===== src/rtl/control_sequencer_if.sv =====
// control_sequencer_if: command inputs, IR feedback and datapath strobes of the control sequencer
interface control_sequencer_if #(
  parameter int IR_W  = 32,
  parameter int CNT_W = 16
);
  logic             Start;
  logic             Stop;
  logic             Mem_ready;
  logic [IR_W-1:0]  IR;
  logic             PCout;
  logic             Zlowout;
  logic             MDRout;
  logic             MARin;
  logic             Zin;
  logic             PCin;
  logic             MDRin;
  logic             IRin;
  logic             Yin;
  logic             IncPC;
  logic             Read;
  logic             Gra;
  logic             Grb;
  logic             Grc;
  logic             Rin;
  logic             Rout;
  logic [3:0]       ALU_op;
  logic             Run;
  logic             Illegal_op;
  logic [CNT_W-1:0] Instr_count;

  // Side that commands the sequencer and supplies IR (bench / datapath)
  modport master (
    output Start, Stop, Mem_ready, IR,
    input  PCout, Zlowout, MDRout, MARin, Zin, PCin, MDRin, IRin, Yin, IncPC, Read,
           Gra, Grb, Grc, Rin, Rout, ALU_op, Run, Illegal_op, Instr_count
  );

  // The sequencer itself
  modport slave (
    input  Start, Stop, Mem_ready, IR,
    output PCout, Zlowout, MDRout, MARin, Zin, PCin, MDRin, IRin, Yin, IncPC, Read,
           Gra, Grb, Grc, Rin, Rout, ALU_op, Run, Illegal_op, Instr_count
  );
endinterface


===== src/rtl/control_sequencer.sv =====
// control_sequencer: hardwired fetch / ALU-execute / NOP / HALT control FSM for the datapath
module control_sequencer #(
  parameter int IR_W  = 32,
  parameter int OPC_W = 5,
  parameter int CNT_W = 16
) (
  input logic               Clock,
  input logic               Clear_n,
  control_sequencer_if.slave bus
);
  typedef enum logic [2:0] {S_IDLE, S_T0, S_T1, S_T2, S_T3, S_T4, S_T5, S_HALTED} state_t;

  localparam logic [OPC_W-1:0] OP_ADD  = OPC_W'(5'b00011);
  localparam logic [OPC_W-1:0] OP_SUB  = OPC_W'(5'b00100);
  localparam logic [OPC_W-1:0] OP_AND  = OPC_W'(5'b00101);
  localparam logic [OPC_W-1:0] OP_OR   = OPC_W'(5'b00110);
  localparam logic [OPC_W-1:0] OP_NOP  = OPC_W'(5'b11010);
  localparam logic [OPC_W-1:0] OP_HALT = OPC_W'(5'b11011);

  state_t           r_state;
  state_t           w_next;
  logic [CNT_W-1:0] r_count;
  logic [OPC_W-1:0] w_opc;
  logic             w_alu;
  logic             w_nop;
  logic             w_halt;
  logic             w_retire;
  logic [3:0]       w_alu_code;

  assign w_opc      = bus.IR[IR_W-1 -: OPC_W];
  assign w_alu      = (w_opc == OP_ADD) || (w_opc == OP_SUB) || (w_opc == OP_AND) || (w_opc == OP_OR);
  assign w_nop      = w_opc == OP_NOP;
  assign w_halt     = w_opc == OP_HALT;
  assign w_retire   = (r_state == S_T5) || ((r_state == S_T3) && (w_nop || w_halt));
  assign w_alu_code = (w_opc == OP_ADD) ? 4'b0001 :
                      (w_opc == OP_SUB) ? 4'b0010 :
                      (w_opc == OP_AND) ? 4'b0011 :
                      (w_opc == OP_OR)  ? 4'b0100 : 4'b0000;
  assign bus.Instr_count = r_count;

  // State register
  always_ff @(posedge Clock or negedge Clear_n) begin
    if (!Clear_n) r_state <= S_IDLE;
    else          r_state <= w_next;
  end

  // Retired-instruction counter, wraps naturally at all-ones
  always_ff @(posedge Clock or negedge Clear_n) begin
    if (!Clear_n)      r_count <= '0;
    else if (w_retire) r_count <= r_count + CNT_W'(1);
  end

  // Next-state decode; Stop is only honoured at instruction boundaries
  always_comb begin
    w_next = S_IDLE;
    case (r_state)
      S_IDLE:   w_next = bus.Start ? S_T0 : S_IDLE;
      S_T0:     w_next = S_T1;
      S_T1:     w_next = bus.Mem_ready ? S_T2 : S_T1;
      S_T2:     w_next = S_T3;
      S_T3:     w_next = w_alu ? S_T4 : (w_nop && !bus.Stop) ? S_T0 : S_HALTED;
      S_T4:     w_next = S_T5;
      S_T5:     w_next = bus.Stop ? S_HALTED : S_T0;
      S_HALTED: w_next = bus.Start ? S_T0 : S_HALTED;
      default:  w_next = S_IDLE;
    endcase
  end

  // Moore strobe decode from state, qualified by opcode in T3/T4
  always_comb begin
    bus.PCout      = r_state == S_T0;
    bus.MARin      = r_state == S_T0;
    bus.IncPC      = r_state == S_T0;
    bus.Zin        = (r_state == S_T0) || (r_state == S_T4);
    bus.Zlowout    = (r_state == S_T1) || (r_state == S_T5);
    bus.PCin       = r_state == S_T1;
    bus.Read       = r_state == S_T1;
    bus.MDRin      = r_state == S_T1;
    bus.MDRout     = r_state == S_T2;
    bus.IRin       = r_state == S_T2;
    bus.Grb        = (r_state == S_T3) && w_alu;
    bus.Yin        = (r_state == S_T3) && w_alu;
    bus.Rout       = ((r_state == S_T3) && w_alu) || (r_state == S_T4);
    bus.Grc        = r_state == S_T4;
    bus.ALU_op     = (r_state == S_T4) ? w_alu_code : 4'b0000;
    bus.Gra        = r_state == S_T5;
    bus.Rin        = r_state == S_T5;
    bus.Run        = (r_state != S_IDLE) && (r_state != S_HALTED);
    bus.Illegal_op = (r_state == S_T3) && !w_alu && !w_nop && !w_halt;
  end
endmodule


===== src/flat_wrapper.sv =====
// flat-port wrapper written by rule: the top's interface ports become plain ports
module control_sequencer_flat 
#(
  parameter int IR_W  = 32,
  parameter int OPC_W = 5,
  parameter int CNT_W = 16
)
  (Clock, Clear_n, bus_Start, bus_Stop, bus_Mem_ready, bus_IR, bus_PCout, bus_Zlowout, bus_MDRout, bus_MARin, bus_Zin, bus_PCin, bus_MDRin, bus_IRin, bus_Yin, bus_IncPC, bus_Read, bus_Gra, bus_Grb, bus_Grc, bus_Rin, bus_Rout, bus_ALU_op, bus_Run, bus_Illegal_op, bus_Instr_count);
  control_sequencer_if #(.IR_W(IR_W), .CNT_W(CNT_W)) bus_i ();
  input logic Clock;
  input logic Clear_n;
  input wire logic [$bits(bus_i.Start)-1:0] bus_Start;
  input wire logic [$bits(bus_i.Stop)-1:0] bus_Stop;
  input wire logic [$bits(bus_i.Mem_ready)-1:0] bus_Mem_ready;
  input wire logic [$bits(bus_i.IR)-1:0] bus_IR;
  output wire logic [$bits(bus_i.PCout)-1:0] bus_PCout;
  output wire logic [$bits(bus_i.Zlowout)-1:0] bus_Zlowout;
  output wire logic [$bits(bus_i.MDRout)-1:0] bus_MDRout;
  output wire logic [$bits(bus_i.MARin)-1:0] bus_MARin;
  output wire logic [$bits(bus_i.Zin)-1:0] bus_Zin;
  output wire logic [$bits(bus_i.PCin)-1:0] bus_PCin;
  output wire logic [$bits(bus_i.MDRin)-1:0] bus_MDRin;
  output wire logic [$bits(bus_i.IRin)-1:0] bus_IRin;
  output wire logic [$bits(bus_i.Yin)-1:0] bus_Yin;
  output wire logic [$bits(bus_i.IncPC)-1:0] bus_IncPC;
  output wire logic [$bits(bus_i.Read)-1:0] bus_Read;
  output wire logic [$bits(bus_i.Gra)-1:0] bus_Gra;
  output wire logic [$bits(bus_i.Grb)-1:0] bus_Grb;
  output wire logic [$bits(bus_i.Grc)-1:0] bus_Grc;
  output wire logic [$bits(bus_i.Rin)-1:0] bus_Rin;
  output wire logic [$bits(bus_i.Rout)-1:0] bus_Rout;
  output wire logic [$bits(bus_i.ALU_op)-1:0] bus_ALU_op;
  output wire logic [$bits(bus_i.Run)-1:0] bus_Run;
  output wire logic [$bits(bus_i.Illegal_op)-1:0] bus_Illegal_op;
  output wire logic [$bits(bus_i.Instr_count)-1:0] bus_Instr_count;
  assign bus_i.Start = bus_Start;
  assign bus_i.Stop = bus_Stop;
  assign bus_i.Mem_ready = bus_Mem_ready;
  assign bus_i.IR = bus_IR;
  assign bus_PCout = bus_i.PCout;
  assign bus_Zlowout = bus_i.Zlowout;
  assign bus_MDRout = bus_i.MDRout;
  assign bus_MARin = bus_i.MARin;
  assign bus_Zin = bus_i.Zin;
  assign bus_PCin = bus_i.PCin;
  assign bus_MDRin = bus_i.MDRin;
  assign bus_IRin = bus_i.IRin;
  assign bus_Yin = bus_i.Yin;
  assign bus_IncPC = bus_i.IncPC;
  assign bus_Read = bus_i.Read;
  assign bus_Gra = bus_i.Gra;
  assign bus_Grb = bus_i.Grb;
  assign bus_Grc = bus_i.Grc;
  assign bus_Rin = bus_i.Rin;
  assign bus_Rout = bus_i.Rout;
  assign bus_ALU_op = bus_i.ALU_op;
  assign bus_Run = bus_i.Run;
  assign bus_Illegal_op = bus_i.Illegal_op;
  assign bus_Instr_count = bus_i.Instr_count;
  control_sequencer #(.IR_W(IR_W), .OPC_W(OPC_W), .CNT_W(CNT_W)) u_core (.Clock(Clock), .Clear_n(Clear_n), .bus(bus_i));
endmodule

===== config.mk =====
export PLATFORM = sky130hd
export DESIGN_NAME = control_sequencer_flat
export DESIGN_NICKNAME = d
export VERILOG_FILES = /design/src/rtl/control_sequencer_if.sv /design/src/rtl/control_sequencer.sv /design/src/flat_wrapper.sv
export SDC_FILE = /design/constraint.sdc
export NUM_CORES = 1
export LEC_CHECK = 0
export CORE_ASPECT_RATIO = 1.2
export CORE_MARGIN = 2
export CORE_UTILIZATION = 32
export CTS_CLUSTER_DIAMETER = 60
export DETAILED_ROUTE_END_ITERATION = 12
export PLACE_DENSITY = 0.83
export SYNTH_ARGS = -nofsm -noshare
export SYNTH_HDL_FRONTEND = slang
export SYNTH_SLANG_ARGS = --single-unit

===== constraint.sdc =====
create_clock -name Clock -period 1.4 [get_ports Clock]
set_clock_uncertainty 0.2 [all_clocks]
set_input_delay 0.14 -clock Clock [delete_from_list [all_inputs] [get_ports Clock]]
set_output_delay 0.14 -clock Clock [all_outputs]
set_load 0.01 [all_outputs]

==> qor.yml, run 1 <==
outcome:
  outcome: "finished with violations"
  failed_checks: "negative setup slack"
logic_synthesis:
  avgSynthCellArea_um2: 9.78
  yosysWarnings: 0
  synth_seq_cells: 19
  netlist-cell-type-count: 41
  synthCells: 115
  synth_edf_count: 0
  ys.flop_type: "dfrtp_1"
  syn_area_um2: 1120
  yosysSeqAreaShare_pct: 42.3
  synthArstFlopShare_pct: 100
  syn_nets: 153
drt:
  post-route-drc-count: 0
  via_per_inst: 5.03
  drtPass1Iterations: 4
  drt_iter0_markers: 21
  drt-total-wl_um: 3770
  wl_per_cell_um: 15.3
  antenna_left: 0
  vias: 1238
timing:
  fin_tns_setup_ps: -8340
  hold_violations: 0
  fmax_mhz: 573
  finalSetupViolations: 40
  holdWs_ps: 20.7
  post-route-min-period_ps: 1740
  rsz0062_at_grt: "true"
  fin_ws_ps: -345
  slew_viol_final: 0
  period_share_pct: 125
clock_tree:
  clkTransAtPathRegs_ps: 70
  clock_latency_ps: 250
  clockBufferDepth: 2
  postCtsHoldBufs: 0
  numClockSinks: 19
  h-tree-depth: 1
  numCtsBuffers: 3
  root_buffer: "clkbuf_8"
  cts_tree: "built"
finish:
  ff_latch_area_um2: 475
  drive_gt1_share_pct: 60.3
  stdcell_area_um2: 2260
  final.fill_count: 262
  multi_input_area_um2: 795
  final_nets: 248
  syn_to_final_growth_pct: 101
  antennaDiodeCount: 0
power:
  power_w: 0.00410
  power.density_nw_per_um2: 1810
  ir_drop_v: 0.00153
  leakagePower_nw: 1.10
critical_path:
  crit_buf_inv: 1
  critical_path.max_stage_delay_ps: 410
  cp_cell_sequence: "buf_6 -> nand4b_1 -> a211oi_4 -> nand4_1 -> xnor2_1"
  worst_setup_path_start_kind: "register"
  required_ps: 1340
  path_class: "register to register"
  cp.arrival_ps: 1690
  end_kind: "register"
  cp_slowest_cell: "dfrtp_1"
  cp_max_fo: 4
  cp_top_family: "simple AND/OR/NAND/NOR gates"
place:
  gp_congestion: 0.767
  pre_cts_ws_ps: -840
  placed_cell_area_um2: 1820
  io_buffers: 46
  hpwl_um: 2270
grt:
  overflow: 0
  groute.usage.overall_pct: 18.6
  grt_max_degree: 20
  antenna_found_initial: 0
  grt_pass1_vias: 1301
  grt_pass1_wl_um: 5720
floorplan:
  top_level_ports: 75
  die_y_um: 68.9
  core_area_um2: 3370
  num_rows: 23
  initial_utilization_pct: 33.4
  die_w_um: 58.1
  die_area_um2: 4010
worst_hold_path:
  min_path_type: "primary input to async pin"
run:
  drv_cap: 0
## cells by family (layout without fill, tap and decap cells)
| group | after synthesis | after routing | synth area share, % |
|---|---|---|---|
| other | 1 | 1 | 0.333 |
| DFF | 19 | 19 | 42.3 |
| buffers and inverters | 15 | 109 | 8.01 |
| muxes | 2 | 2 | 1.89 |
| adders and majority gates | 1 | 1 | 1.11 |
| AOI/OAI and AO/OA | 16 | 16 | 11.1 |
| and+or+nand+nor | 45 | 45 | 22.8 |
| xor gates and xnor gates | 16 | 16 | 12.5 |
## cells in the final DEF (no fill, tap or decap), drive strengths merged, types with 2 or more instances in the layout
| cell type | count |
|---|---|
| clkbuf | 5 |
| nand4 | 3 |
| dlygate4sd2 | 13 |
| dfrtp | 19 |
| clkinv | 2 |
| nand3 | 7 |
| nor2 | 9 |
| buf | 76 |
| a211oi | 3 |
| nand4b | 2 |
| nand2 | 9 |
| and3b | 2 |
| clkdlybuf4s50 | 4 |
| inv | 2 |
| xor2 | 2 |
| clkdlybuf4s15 | 7 |
| nor3 | 3 |
| a21oi | 2 |
| xnor2 | 14 |
| o21ai | 4 |
| and3 | 5 |
## registers in the layout, indices dropped and copies added (netlist names)
name / flops
u_core.bus.Instr_count: 16
u_core.r_state: 3
## path summary, 6_finish.rpt
check,start,slack [ps],to,cells past startpoint
max,u_core.r_state[0],-340,u_core.bus.Instr_count[11],5
min,Clear_n,20,u_core.bus.Instr_count[15],2
max reg2reg,u_core.r_state[0],-340,u_core.bus.Instr_count[11],5
min reg2reg,u_core.bus.Instr_count[15],280,u_core.bus.Instr_count[15],1
max in group asynchronous,Clear_n,780,u_core.r_state[1],2
min in group Clock,u_core.bus.Instr_count[15],280,u_core.bus.Instr_count[15],1
## where the power goes
group	leakage [nW]	switching, W	internal [W]
Combinational	0.824	0.00134	0.00161
Clock	0.0255	0.000180	0.000198
Sequential	0.248	0.0000938	0.000683
Total	1.10	0.00162	0.00249
## worst reg2reg max path: stages, from the launching register on
cell and delay (ps):
dfrtp_1 410, buf_6 130, nand4b_1 250, a211oi_4 310, nand4_1 180, xnor2_1 150
## synth_stat cells (3+ instances only)
cell	count	area (µm²)
nor3_1	3	15.0
o21ai_0	4	20.0
and3_1	4	25.0
nand2_1	9	33.8
nor2_1	9	33.8
xnor2_1	14	123
nand4_1	3	18.8
buf_4	8	60.1
nand3_1	7	35.0
dfrtp_1	19	475
## routing by layer
layer | wire length [µm] | track usage, % | share of wire [%] | up-vias
li1 | - | - | - | 579
met4 | 53 | 4.36 | 1.4 | 0
met3 | 144 | 2.80 | 3.8 | 6
met1 | 1320 | 18.7 | 35 | 609
met5 | 0 | 0 | 0 | -
met2 | 2250 | 39.2 | 60 | 44
## what timing repair did
item	CTS	global route
buffers inserted	18	6
pin swaps	11	15
resized for setup	165	30
setup endpoints to repair	54	46
## layout make-up
type                    instances  share of cell area [%]
clock buffers                   3                    1.82
clock inverters                 1                   0.221
inverters                       3                    1.49
multi-input cells              81                    35.1
flip-flops and latches         19                    21.0
well taps                      37                    2.05
repair buffers                102                    38.3
## metrics by stage
stage               util [%]  instances
floorplan                  -        115
global placement        54.2        219
detailed placement      54.2        219
CTS                     63.3        241
global route            67.2        246
finish                  67.2        246
Power figures use the tool's default switching activity.
==> inputs of run 2 (changes only) <==
==> constraint.sdc (replaced) <==
create_clock -name Clock -period 1.4 [get_ports Clock]
set_clock_uncertainty 0.2 [all_clocks]
set_input_delay 0.21 -clock Clock [delete_from_list [all_inputs] [get_ports Clock]]
set_output_delay 0.21 -clock Clock [all_outputs]
set_load 0.01 [all_outputs]
==> run 2 against run 1 <==
Compared with the run above: the flow still finishes with violations (negative setup slack); worst setup slack lost 120 ps; final cell count shrank 0.41%; critical path type unchanged; via count shrank 0.65%.
==> qor.yml, run 2 (synthesis results as in run 1) <==
drt:
  post-route-drc-count: 0  # unchanged
  antenna_left: 0  # unchanged
  drtPass1Iterations: 4  # unchanged
  drt_iter0_markers: 29  # +38%
  vias: 1230  # -0.65%
  via_per_inst: 5.02  # -0.24%
  wl_per_cell_um: 15.4  # +0.73%
  drt-total-wl_um: 3780  # +0.32%
finish:
  drive_gt1_share_pct: 62.0  # +1.7 points
  syn_to_final_growth_pct: 103
  final_cell_mix: "43 x buf_4, 23 x buf_6, 19 x dfrtp_1"
  largest_reg_flops: 16  # unchanged
  final_nets: 247  # -0.40%
  stdcell_area_um2: 2280  # +0.72%
  ff_latch_area_um2: 475  # unchanged
  antennaDiodeCount: 0  # unchanged
  final_core_util_pct: 67.7  # +0.48 points
  multi_input_area_um2: 768  # -3.3%
  final.fill_count: 271  # +3.4%
  mostFrequentLayoutCell: "buf_4"
grt:
  grt_pass1_vias: 1233  # -5.2%
  groute.usage.overall_pct: 18.5  # -0.065 points
  top_usage_layer: "met2"
  grt_pass1_wl_um: 5550  # -3.0%
  use_met3_pct: 2.99  # +0.19 points
  grtUsageMet1_pct: 19.2  # +0.50 points
  grt_max_degree: 20  # unchanged
  antenna_found_initial: 0  # unchanged
  grtUsageMet2_pct: 36.4  # -2.8 points
  overflow: 0  # unchanged
clock_tree:
  clock_latency_ps: 270  # +20 ps
  numCtsBuffers: 3  # unchanged
  cts_tree: "built"
  numClockSinks: 19  # unchanged
  clkTransAtPathRegs_ps: 70  # about the same
  h-tree-depth: 1  # unchanged
  clockBufferDepth: 2  # unchanged
  root_buffer: "clkbuf_8"
floorplan:
  top_level_ports: 75  # unchanged
  initial_utilization_pct: 33.4  # unchanged
  die_area_um2: 4010  # unchanged
  die_w_um: 58.1  # unchanged
  core_area_um2: 3370  # unchanged
  die_y_um: 68.9  # unchanged
  num_rows: 23  # unchanged
worst_hold_path:
  min_path_type: "primary input to async pin"
critical_path:
  crit_buf_inv: 2  # +1
  cp_slowest_cell: "dfrtp_1"
  cp.arrival_ps: 1820  # +130 ps
  critical_path.max_stage_delay_ps: 420  # about the same
  cp_cell_sequence: "buf_6 -> nand4b_1 -> a211oi_4 -> buf_4 -> nand3_2 -> xnor2_1"
  cp_top_family: "flip-flops"
  path_class: "register to register"
  end_kind: "register"
  required_ps: 1360  # +20 ps
  cp_max_fo: 4  # unchanged
  worst_setup_path_start_kind: "register"
power:
  p_switching_w: 0.00155  # -3.9%
  leakagePower_nw: 1.11  # +1.0%
  p_sw_share_pct: 38.4  # -0.98 points
  ir_drop_v: 0.00129  # -16%
  p_int_w: 0.00249  # +0.13%
  p_comb_share_pct: 70.9  # -1.0 points
  power.density_nw_per_um2: 1770  # -2.2%
  power_w: 0.00404  # -1.5%
  clkPwrFrac_pct: 9.8  # +0.6 points
  pwr-share-seq_pct: 19.3  # +0.4 points
timing:
  fin_ws_ps: -460  # -115 ps
  hold_violations: 0  # unchanged
  post-route-min-period_ps: 1860  # +115 ps
  fin_tns_setup_ps: -12780  # -4440 ps
  finalSetupViolations: 39  # -2.5%
  rsz0062_at_grt: "true"
  fmax_mhz: 538  # -6.2%
  slew_viol_final: 0  # unchanged
  period_share_pct: 133  # +8.2 points
place:
  placed_cell_area_um2: 1880  # +3.2%
  hpwl_um: 2370  # +4.2%
  gp_congestion: 0.840  # +9.6%
  io_buffers: 46  # unchanged
  pre_cts_ws_ps: -1040  # -204 ps
outcome:
  outcome: "finished with violations"
  failed_checks: "negative setup slack"
run:
  drv_cap: 0  # unchanged
[run 2: changes by cell type in the layout (fill, tap and decap cells not counted), moves of 3 or more]
cell	change
buf_12	+3
nand2_1	-3
clkdlybuf4s15_1	-5
nand2_2	+3
buf_4	+4
[run 2: timing repair]
item                       4_1_cts  5_1_grt
hold buffers                     0        0
gates cloned                     1        0
gates resized for setup        170       24
setup endpoints to repair       55       44
buffers inserted                14        9
pin swaps                       23       10
[run 2: routing by layer]
metal | share of wire (%) | wire [µm]
met5 | 0 | 0
met4 | 1.9 | 72
met3 | 4.7 | 179
met2 | 58 | 2190
met1 | 35 | 1340
[run 2: stage by stage]
step,std cells,hold slack (ps)
global placement,222,250
detailed placement,222,265
finish,245,66.2
global route,245,83.9
CTS,237,70.8
floorplan,115,-286
[run 2: power groups by stage]
| stage | Sequential [W] | Clock, W | Combinational (W) |
|---|---|---|---|
| 2_1_floorplan | 0.000838 | 0 | 0.000882 |
| 3_3_place_gp | 0.000779 | 0 | 0.00190 |
| 3_5_place_dp | 0.000791 | 0 | 0.00194 |
| 4_1_cts | 0.000775 | 0.000408 | 0.00243 |
| 5_1_grt | 0.000801 | 0.000429 | 0.00305 |
| 6_report | 0.000780 | 0.000396 | 0.00287 |
[run 2: layout make-up]
cell class                      instances  area share (%)
Clock buffer                            3            1.81
Clock inverter                          1           0.220
Inverter                                3            1.15
Multi-Input combinational cell         81            33.7
Sequential cell                        19            20.9
Tap cell                               37            2.03
Timing Repair Buffer                  101            40.2
[run 2: worst paths after layout]
kind | start | endpoint | slack, ps | cells past startpoint
hold / removal | Clear_n | u_core.bus.Instr_count[11] | 70 | 2
setup / recovery | u_core.r_state[0] | u_core.bus.Instr_count[15] | -460 | 6
setup reg to reg | u_core.r_state[0] | u_core.bus.Instr_count[15] | -460 | 6
max in group asynchronous | Clear_n | u_core.bus.Instr_count[8] | 730 | 2
hold reg to reg | u_core.bus.Instr_count[15] | u_core.bus.Instr_count[15] | 270 | 1
min in group Clock | u_core.bus.Instr_count[15] | u_core.bus.Instr_count[15] | 270 | 1
